===== src/rtl/sha256_core_ctrl.sv =====
// SHA-256 core sequencer: loads 16-word blocks into ME, steps ME/MC through
// init/load/compress/output over FSM_core/core_count, and streams the digest.
module sha256_core_ctrl #(
  parameter int DATA_WIDTH = 32
) (
  input  logic                  clk,
  input  logic                  rst_n,
  input  logic                  start_in,
  input  logic                  abort_in,
  input  logic                  msg_valid_in,
  input  logic [DATA_WIDTH-1:0] msg_data_in,
  input  logic                  msg_last_in,
  output logic                  msg_ready_out,
  output logic                  msg_we_out,
  output logic [DATA_WIDTH-1:0] msg_word_out,
  input  logic [DATA_WIDTH-1:0] mc_data_in,
  output logic [2:0]            FSM_core_out,
  output logic [6:0]            core_count_out,
  output logic                  digest_valid_out,
  output logic [DATA_WIDTH-1:0] digest_data_out,
  output logic                  done_out,
  output logic                  busy_out
);

  localparam logic [2:0] S_IDLE     = 3'b000;
  localparam logic [2:0] S_INIT     = 3'b010;
  localparam logic [2:0] S_LOAD     = 3'b001;
  localparam logic [2:0] S_COMPRESS = 3'b011;
  localparam logic [2:0] S_OUTPUT   = 3'b100;

  logic [2:0]            state_q, state_d;
  logic [6:0]            count_q, count_d;
  logic                  last_q, last_d;
  logic                  dvalid_q, dvalid_d;
  logic [DATA_WIDTH-1:0] ddata_q, ddata_d;
  logic                  done_q, done_d;

  always_comb begin
    state_d  = state_q;
    count_d  = count_q;
    last_d   = last_q;
    dvalid_d = 1'b0;
    ddata_d  = ddata_q;
    done_d   = 1'b0;
    case (state_q)
      S_IDLE: begin
        if (start_in) begin
          state_d = S_INIT;
          count_d = '0;
          last_d  = 1'b0;
        end
      end
      S_INIT: begin
        state_d = S_LOAD;
        count_d = '0;
      end
      S_LOAD: begin
        if (msg_valid_in) begin
          if (count_q == 7'd15) begin
            last_d  = msg_last_in;
            state_d = S_COMPRESS;
            count_d = '0;
          end else begin
            count_d = count_q + 7'd1;
          end
        end
      end
      S_COMPRESS: begin
        if (count_q == 7'd63) begin
          count_d = '0;
          // Non-final blocks go straight back to LOAD so MC chains the hash.
          state_d = last_q ? S_OUTPUT : S_LOAD;
        end else begin
          count_d = count_q + 7'd1;
        end
      end
      S_OUTPUT: begin
        ddata_d  = mc_data_in;
        dvalid_d = 1'b1;
        if (count_q == 7'd7) begin
          done_d  = 1'b1;
          state_d = S_IDLE;
          count_d = '0;
        end else begin
          count_d = count_q + 7'd1;
        end
      end
      default: begin
        state_d = S_IDLE;
        count_d = '0;
        last_d  = 1'b0;
      end
    endcase

    if (abort_in) begin
      state_d  = S_IDLE;
      count_d  = '0;
      last_d   = 1'b0;
      dvalid_d = 1'b0;
      done_d   = 1'b0;
      ddata_d  = ddata_q;
    end
  end

  always_ff @(posedge clk or negedge rst_n) begin
    if (!rst_n) begin
      state_q  <= S_IDLE;
      count_q  <= '0;
      last_q   <= 1'b0;
      dvalid_q <= 1'b0;
      ddata_q  <= '0;
      done_q   <= 1'b0;
    end else begin
      state_q  <= state_d;
      count_q  <= count_d;
      last_q   <= last_d;
      dvalid_q <= dvalid_d;
      ddata_q  <= ddata_d;
      done_q   <= done_d;
    end
  end

  assign msg_ready_out    = (state_q == S_LOAD);
  assign msg_we_out       = msg_valid_in & msg_ready_out;
  assign msg_word_out     = msg_data_in;
  assign FSM_core_out     = state_q;
  assign core_count_out   = count_q;
  assign digest_valid_out = dvalid_q;
  assign digest_data_out  = ddata_q;
  assign done_out         = done_q;
  assign busy_out         = (state_q != S_IDLE);

endmodule


===== config.mk =====
export PLATFORM = sky130hd
export DESIGN_NAME = sha256_core_ctrl
export DESIGN_NICKNAME = d
export VERILOG_FILES = /design/src/rtl/sha256_core_ctrl.sv
export SDC_FILE = /design/constraint.sdc
export NUM_CORES = 1
export LEC_CHECK = 0
export CORE_MARGIN = 2
export CORE_UTILIZATION = 27
export CTS_CLUSTER_DIAMETER = 40
export DETAILED_ROUTE_END_ITERATION = 10
export GPL_TIMING_DRIVEN = 0
export PLACE_DENSITY = 0.65
export SLEW_MARGIN = 20
export SYNTH_ARGS = -nofsm -noshare
export SYNTH_HDL_FRONTEND = slang
export SYNTH_SLANG_ARGS = --single-unit

===== constraint.sdc =====
create_clock -name clk -period 2.9 [get_ports clk]
set_input_delay 0.58 -clock clk [delete_from_list [all_inputs] [get_ports clk]]
set_output_delay 0.58 -clock clk [all_outputs]
set_load 0.05 [all_outputs]

-- After elaboration in Yosys (flattened, before gate mapping)
Index checks and enable logic that the tools add are counted.
- bits in registers: 45
- input bits: 70
- word-level logic and storage cells: 54
- add/sub/neg operators: 1
- equal/unequal tests: 13
- mux-type cells: 25
- bitwise operators: 2
- reduce and logical (&&, ||, !) cells: 7
- operators with widths (kind ; number):
    2-to-1 mux 7 bit ; 6
    case mux 7 bit (4 select lines) ; 1
    2-to-1 mux 3 bit ; 7
    case mux 3 bit (5 select lines) ; 1
    inequality test 3 bit, second input constant ; 4
    2-to-1 mux 1 bit ; 9
    adder 7 x 1 -> 7 bit, second input constant ; 1
    == test 7 x 3 -> 1 bit, second input constant ; 1
    == test 7 x 4 -> 1 bit, second input constant ; 1
    == test 7 x 6 -> 1 bit, second input constant ; 1
    == test 3 x 2 -> 1 bit, second input constant ; 2
    AND reduction 5 bit ; 1
    AND reduction 2 bit ; 2
    AND reduction 4 bit ; 1
    == test 3 x 1 -> 1 bit, second input constant ; 1
    == test 3 bit, second input constant ; 1
    zero test 3 bit ; 1
    inequality test 3 x 2 -> 1 bit, second input constant ; 1
    case mux 1 bit (3 select lines) ; 1
    nonzero test 3 bit ; 1
    OR reduction 3 bit ; 1
    inequality test 2 x 1 -> 1 bit, second input constant ; 1
    bitwise AND 1 bit ; 1
    inverter 1 bit ; 1

-- Logic depth before layout (Yosys ltp)
Gate-level depths: netlist of run 1.
- depth after elaboration: 5
- mapped depth: 7

-- Worst setup path before layout of run 1
No wires, ideal clock.
- kind: register to output
- start point: register state_q[2] (netlist: FSM_core_out[2])
- end point: output port msg_we_out
- arrival time: 2239 ps
- setup slack: 81 ps
- stages on the path, launching flop included: 5
- path buffers: 1
- cell sequence: dfrtp_1 clkbuf_1 nand2b_1 nor2_1 and2_1
- word-level cells in the longest chain between the ends: 2
- RTL lines (what ; RTL line ; source):
    from (decl) ; 31 ; logic [2:0] state_q, state_d;
    from (signal assigned) ; 114 ; state_q <= state_d;
    == test 3 x 1 -> 1 bit ; 123 ; assign msg_ready_out = (state_q == S_LOAD);
    net msg_ready_out ; 13 ; output logic msg_ready_out,
    bitwise AND 1 bit ; 124 ; assign msg_we_out = msg_valid_in & msg_ready_out;
    to (decl) ; 14 ; output logic msg_we_out,
The timed path passes the listed nets, and every way through them passes these cells.

-- Worst setup path in the final report of run 1
- start point: register state_q[2] (netlist: FSM_core_out[2])
- end point: output port msg_ready_out
- word-level cells in the longest chain between the ends: 1
- RTL lines (what ; RTL line):
    == test 3 x 1 -> 1 bit ; 123
    to (decl) ; 13
Every way passes these cells.

==> flow_summary.yaml, run 1 <==
sta:
  max_freq_mhz: 367.1
  post-route-period-util_pct: 93.93
  slew_viol_final: 0
  final.setup_skew_ps: 9.689
  max_slew_margin_pct: 59.77
  tns_ps: 0
  rsz0062_at_grt: "no"
  worst_pin_slew_ps: 599.8
  setup-violations-final: 0
  fin_crit_ps: 2724
  hold_viol: 0
drt:
  vias: 2168
  wl_per_cell_um: 12.11
  drc: 0
  dr.pass1.iters: 4
  drt_iter0_drc: 44
  drtAntennaViolNets: 0
  via_per_inst: 4.424
  wl_um: 5932
cts:
  cts_max_level: 2
  root_buffer: "clkbuf_8"
  post_cts_buffers: 0
  cts_hold_buf: 0
  clk-insertion-delay-late_ps: 290
  cts_sinks: 45
  cts_tree: "yes"
  clockBufferDepth: 2
  cts_resized: 0
  cts_made_buffers: 5
  clk_pin_slew_ps: 90
pwr:
  peakVddDrop_v: 0.0002132
  fin_total_pwr_mw: 1.538
  power_density_nw_per_um2: 414.2
  p_leak_nw: 1.759
critical_path:
  arrival_ps: 2140
  worstSetupPathType: "flip-flop to output port"
  crit_required_ps: 2320
  cp-start-kind: "flip-flop"
  reg2reg_slack_ps: 850
  path_max_fanout: 10
  end_kind: "output port"
die:
  num_io_pins: 149
  rows: 33
  fp.dieH_um: 96.12
  die-area_um2: 9238
  initial_core_util_pct: 27.88
  die_w_um: 96.12
  core_um2: 8217
global_route:
  met3_usage_pct: 4.307
  top_usage_layer: "met2"
  grt-ovfl-total: 0
  grt_util_met2_pct: 21.06
  grt_pass1_wl_um: 9052
  antenna_found_initial: 0
  grt_use_met1_pct: 15.78
  grt_pass1_vias: 1993
  grt_max_degree: 25
  grt.total_usage_pct: 12.60
layout:
  multi_input_area_um2: 857.1
  drive_above_1_share_pct: 14.81
  final_util_pct: 45.18
  finalNonFillerCells: 490
  num-fill-cells: 801
  finalInstanceArea_um2: 3712
  antennaDiodeCount: 0
  area_growth_pct: 62.04
  seq_area_um2: 1126
  final_nets: 456
synthesis:
  syn_inst: 261
  synth.distinct_cells: 44
  netlist_area_um2: 2291
  synth_common_cells: "nand2_1 (103), dfrtp_1 (45), buf_4 (32)"
  syn_avg_cell_area_um2: 8.778
  synth_flop_cell: "dfrtp_1"
  async_reset_ff_share_pct: 100.0
  syn_nets: 332
  synth_area_leaders: "dfrtp_1 (49%), nand2_1 (17%), buf_4 (10%)"
  yosysMostFrequentCell: "nand2_1"
  yosysSeqAreaShare_pct: 49.15
  synth_edf_count: 0
  ys_warn_count: 0
  synth_top_area_share_pct: 49.15
  ys_ff_latch: 45
  synth_top_cell_by_area: "dfrtp_1"
worst_hold_path:
  worst_hold_path_type: "input pin to asynchronous set/reset pin"
outcome:
  outcome: "finished, final reports clean"
placed_design:
  dp_hpwl_um: 4614
  routabilityCongestion: 0.8409
  io_buffer_count: 116
  dpl.cell_count: 483
  place_area_um2: 3606
job:
  drv_cap: 0
## sequential cells by signal, summed over array words and instances, names as in the netlist
register and count:
done_out 1, digest_valid_out 1, core_count_out 7, FSM_core_out 3
digest_data_out 32, last_q 1
## path summary, 6_finish.rpt
path	startpoint	end	cells after the start
worst max-delay path	FSM_core_out[2]	msg_ready_out	4
worst max register to register	core_count_out[0]	core_count_out[1]	5
min in group clk	digest_data_out[6]	digest_data_out[6]	2
worst min register to register	digest_data_out[6]	digest_data_out[6]	2
max in group asynchronous	rst_n	digest_data_out[7]	2
worst min-delay path	rst_n	FSM_core_out[0]	1
## placed cells by master (no fill, tap or decap), types with 2 or more instances in the layout
cell type,Yosys,layout
nand3_1,2,2
clkbuf_8,0,5
and2_1,2,2
a21oi_1,2,2
buf_2,6,7
nor2b_1,2,2
o211ai_1,2,2
clkbuf_1,4,4
o21ai_0,8,8
nor3_1,4,4
buf_4,32,32
a31oi_1,3,3
nand2b_1,4,4
nor2_1,6,6
nand4_1,2,2
o31ai_1,3,3
nand2_1,103,103
a211oi_1,3,3
inv_1,2,2
clkdlybuf4s50_1,0,114
dfrtp_1,45,45
or3_1,2,2
## worst max-delay path, cell delays in order (launching register included)
cell and delay, ps:
dfrtp_1 420, clkbuf_1 210, nand2b_1 220, nor2_1 170
clkdlybuf4s50_1 830
## per-layer routing
metal  up-vias  wire length, um  share of wire, %
met5         -                0                 0
met4         0               59              0.99
met3         7              652                11
met2       111             2766                47
met1       980             2454                41
li1       1070                -                 -
## report_power, final
group / total, mW / switching (mW) / internal, mW
Clock: 0.459 / 0.208 / 0.251
Sequential: 0.655 / 0.0104 / 0.644
Combinational: 0.424 / 0.248 / 0.176
Total: 1.54 / 0.467 / 1.07
## through the flow
| step | hold slack [ps] | setup slack [ps] |
|---|---|---|
| floorplan | 284.4 | 81.42 |
| global placement | 456.1 | -83.52 |
| detailed placement | 463.1 | 280.3 |
| CTS | 290.1 | 28.63 |
| global route | 310.4 | 29.48 |
| finish | 277.5 | 176.2 |
## kinds of logic (layout without fill, tap and decap cells)
kind of cell | Yosys count | count (layout) | share of synthesized area, %
AOI/OAI and AO/OA | 29 | 29 | 9.067
adders and majority gates | 1 | 1 | 0.5461
buffers and inverters | 46 | 170 | 13.44
DFF | 45 | 45 | 49.15
muxes | 2 | 2 | 0.9284
and+or+nand+nor | 138 | 138 | 26.87
## layout make-up
| type | count | share of cell area (%) |
|---|---|---|
| Timing Repair Buffer | 117 | 31.95 |
| Sequential cell | 45 | 30.33 |
| Multi-Input combinational cell | 170 | 23.09 |
| Buffer | 43 | 7.988 |
| Tap cell | 105 | 3.539 |
| Clock buffer | 5 | 1.854 |
| Clock inverter | 2 | 0.9437 |
| Inverter | 3 | 0.3033 |
Note: power is estimated with default switching activity, not from simulation.
==> inputs of run 2 (changes only) <==
--- a/config.mk
+++ b/config.mk
@@ -5,7 +5,7 @@
 export SDC_FILE = /design/constraint.sdc
 export NUM_CORES = 1
 export LEC_CHECK = 0
-export CORE_MARGIN = 2
+export CORE_MARGIN = 4
 export CORE_UTILIZATION = 27
 export CTS_CLUSTER_DIAMETER = 40
 export DETAILED_ROUTE_END_ITERATION = 10
==> run 2 against run 1 <==
  * Flip-flop and latch count unchanged
  * Combinational power hardly changed
  * Register-to-register slack got worse by 20 ps
  * Highest routed layer unchanged
  * Maximum frequency rose by 4.2%
  * Global-route usage decreased by 0.53 points
  * Critical path depth up 1
  * Core utilization about the same
  * Die area up 8.5%
==> flow_summary.yaml, run 2 (synthesis results as in run 1) <==
layout:
  seq_area_um2: 1126
  final_nets: 456
  finalNonFillerCells: 491
  antennaDiodeCount: 0
  finalInstanceArea_um2: 3711
  largest_reg_flops: 32
  num-fill-cells: 822
  final_common_cell: "clkdlybuf4s50_1"
  drive_above_1_share_pct: 14.77
  most-common-layout-cells: "clkdlybuf4s50_1 (113), nand2_1 (103), dfrtp_1 (45), buf_4 (32), o21ai_0 (8)"
  area_growth_pct: 61.99
  multi_input_area_um2: 857.1
drt:
  via_per_inst: 4.415
  wl_per_cell_um: 12.62
  dr.pass1.iters: 4
  drtAntennaViolNets: 0
  drc: 0
  vias: 2168
  drt_iter0_drc: 44
  wl_um: 6196
cts:
  cts_made_buffers: 5
  root_buffer: "clkbuf_8"
  cts_sinks: 45
  clk_pin_slew_ps: 90
  cts_hold_buf: 0
  cts_max_level: 2
  clockBufferDepth: 2
  cts_tree: "yes"
  clk-insertion-delay-late_ps: 290
sta:
  slew_viol_final: 0
  holdWs_ps: 228.0
  final.setup_skew_ps: 5.002
  setup-violations-final: 0
  fin_crit_ps: 2615
  hold_viol: 0
  max_freq_mhz: 382.5
  max_slew_margin_pct: 59.96
  rsz0062_at_grt: "no"
  post-route-period-util_pct: 90.16
  worst_pin_slew_ps: 597.0
critical_path:
  reg2reg_slack_ps: 830
  crit_family: "buffers and inverters"
  crit_chain: "clkbuf_1, nand2b_1, nor2_1, and2_1, dlygate4sd2_1"
  crit_required_ps: 2320
  path_max_fanout: 10
  arrival_ps: 2030
  slowest_stage: "dlygate4sd2_1"
  worstSetupPathType: "flip-flop to output port"
  end_kind: "output port"
  cp-start-kind: "flip-flop"
  crit_buf_inv: 2
  slowest_delay_ps: 530
pwr:
  peakVddDrop_v: 0.0002533
  fin_total_pwr_mw: 1.551
  p_leak_nw: 1.760
  power_density_nw_per_um2: 417.8
global_route:
  grt_pass1_vias: 2167
  grt.total_usage_pct: 12.07
  antenna_found_initial: 0
  grt_pass1_wl_um: 9929
  grt_max_degree: 28
  grt-ovfl-total: 0
placed_design:
  place_area_um2: 3598
  dp_hpwl_um: 4861
  dpl.cell_count: 483
  io_buffer_count: 116
  routabilityCongestion: 0.8339
die:
  die-area_um2: 10020
  fp.dieH_um: 100.1
  core_um2: 8217
  die_w_um: 100.1
  initial_core_util_pct: 27.88
  num_io_pins: 149
  rows: 33
job:
  drv_cap: 0
worst_hold_path:
  worst_hold_path_type: "input pin to asynchronous set/reset pin"
outcome:
  outcome: "finished, final reports clean"
-- run 2: cell count changes in the layout (fill, tap and decap cells not counted) --
| cell | delta |
|---|---|
| buf_12 | +1 |
| buf_16 | -1 |
| clkbuf_1 | +1 |
| clkdlybuf4s50_1 | -1 |
| clkinv_2 | -1 |
| clkinv_4 | +1 |
| dlygate4sd2_1 | +1 |
-- run 2: path summary, 6_finish.rpt --
| path | startpoint | end | cells past startpoint |
|---|---|---|---|
| max in group asynchronous | rst_n | digest_data_out[3] | 2 |
| worst max-delay path | FSM_core_out[2] | msg_we_out | 5 |
| worst min-delay path | rst_n | digest_data_out[26] | 1 |
| min in group clk | digest_data_out[19] | digest_data_out[19] | 2 |
| worst max register to register | core_count_out[0] | core_count_out[1] | 5 |
| worst min register to register | digest_data_out[19] | digest_data_out[19] | 2 |
-- run 2: final cells by class --
| class | count | share of cell area (%) |
|---|---|---|
| flip-flops and latches | 45 | 30.34 |
| clock buffers | 6 | 1.955 |
| plain buffers | 43 | 7.991 |
| repair buffers | 117 | 31.73 |
| clock inverters | 2 | 1.045 |
| inverters | 3 | 0.3034 |
| well taps | 105 | 3.540 |
| multi-input cells | 170 | 23.10 |
-- run 2: through the flow --
step                      utilization [%]  setup WS [ps]  setup TNS (ps)
after floorplan                         -          81.42               0
after global routing                45.17          93.78               0
after detailed placement            43.79          255.9               0
final                               45.17          285.4               0
after global placement              43.61         -79.29           -3390
after CTS                           45.13          90.41               0
-- run 2: repair_timing --
item                       CTS  global route
setup buffers                0             0
setup endpoints to repair    1             1
gates resized for setup      1             1
cloned                       0             0
hold endpoints to repair     0             0
-- run 2: metal layers --
metal	part of all wire [%]	vias to the layer above	wire length [um]	GRT usage, %
met2	47	103	2899	19.55
met1	44	990	2723	16.26
li1	-	1071	-	-
met4	0.52	0	32	2.798
met3	8.7	4	541	3.127
met5	0	-	0	0
-- run 2: worst reg2reg max path: cells and delay by family (launching register included) --
family	cells	cell delay [ps]
AO/OA/AOI/OAI	3	1000
flip-flops	1	440
adder cells (fa/ha/maj)	1	310
AND/OR/NAND/NOR	1	240
-- run 2: where the power goes --
part	switching, mW	leakage, nW	internal, mW
registers	0.0104	0.618	0.644
logic	0.248	1.09	0.175
clock network	0.215	0.0554	0.259
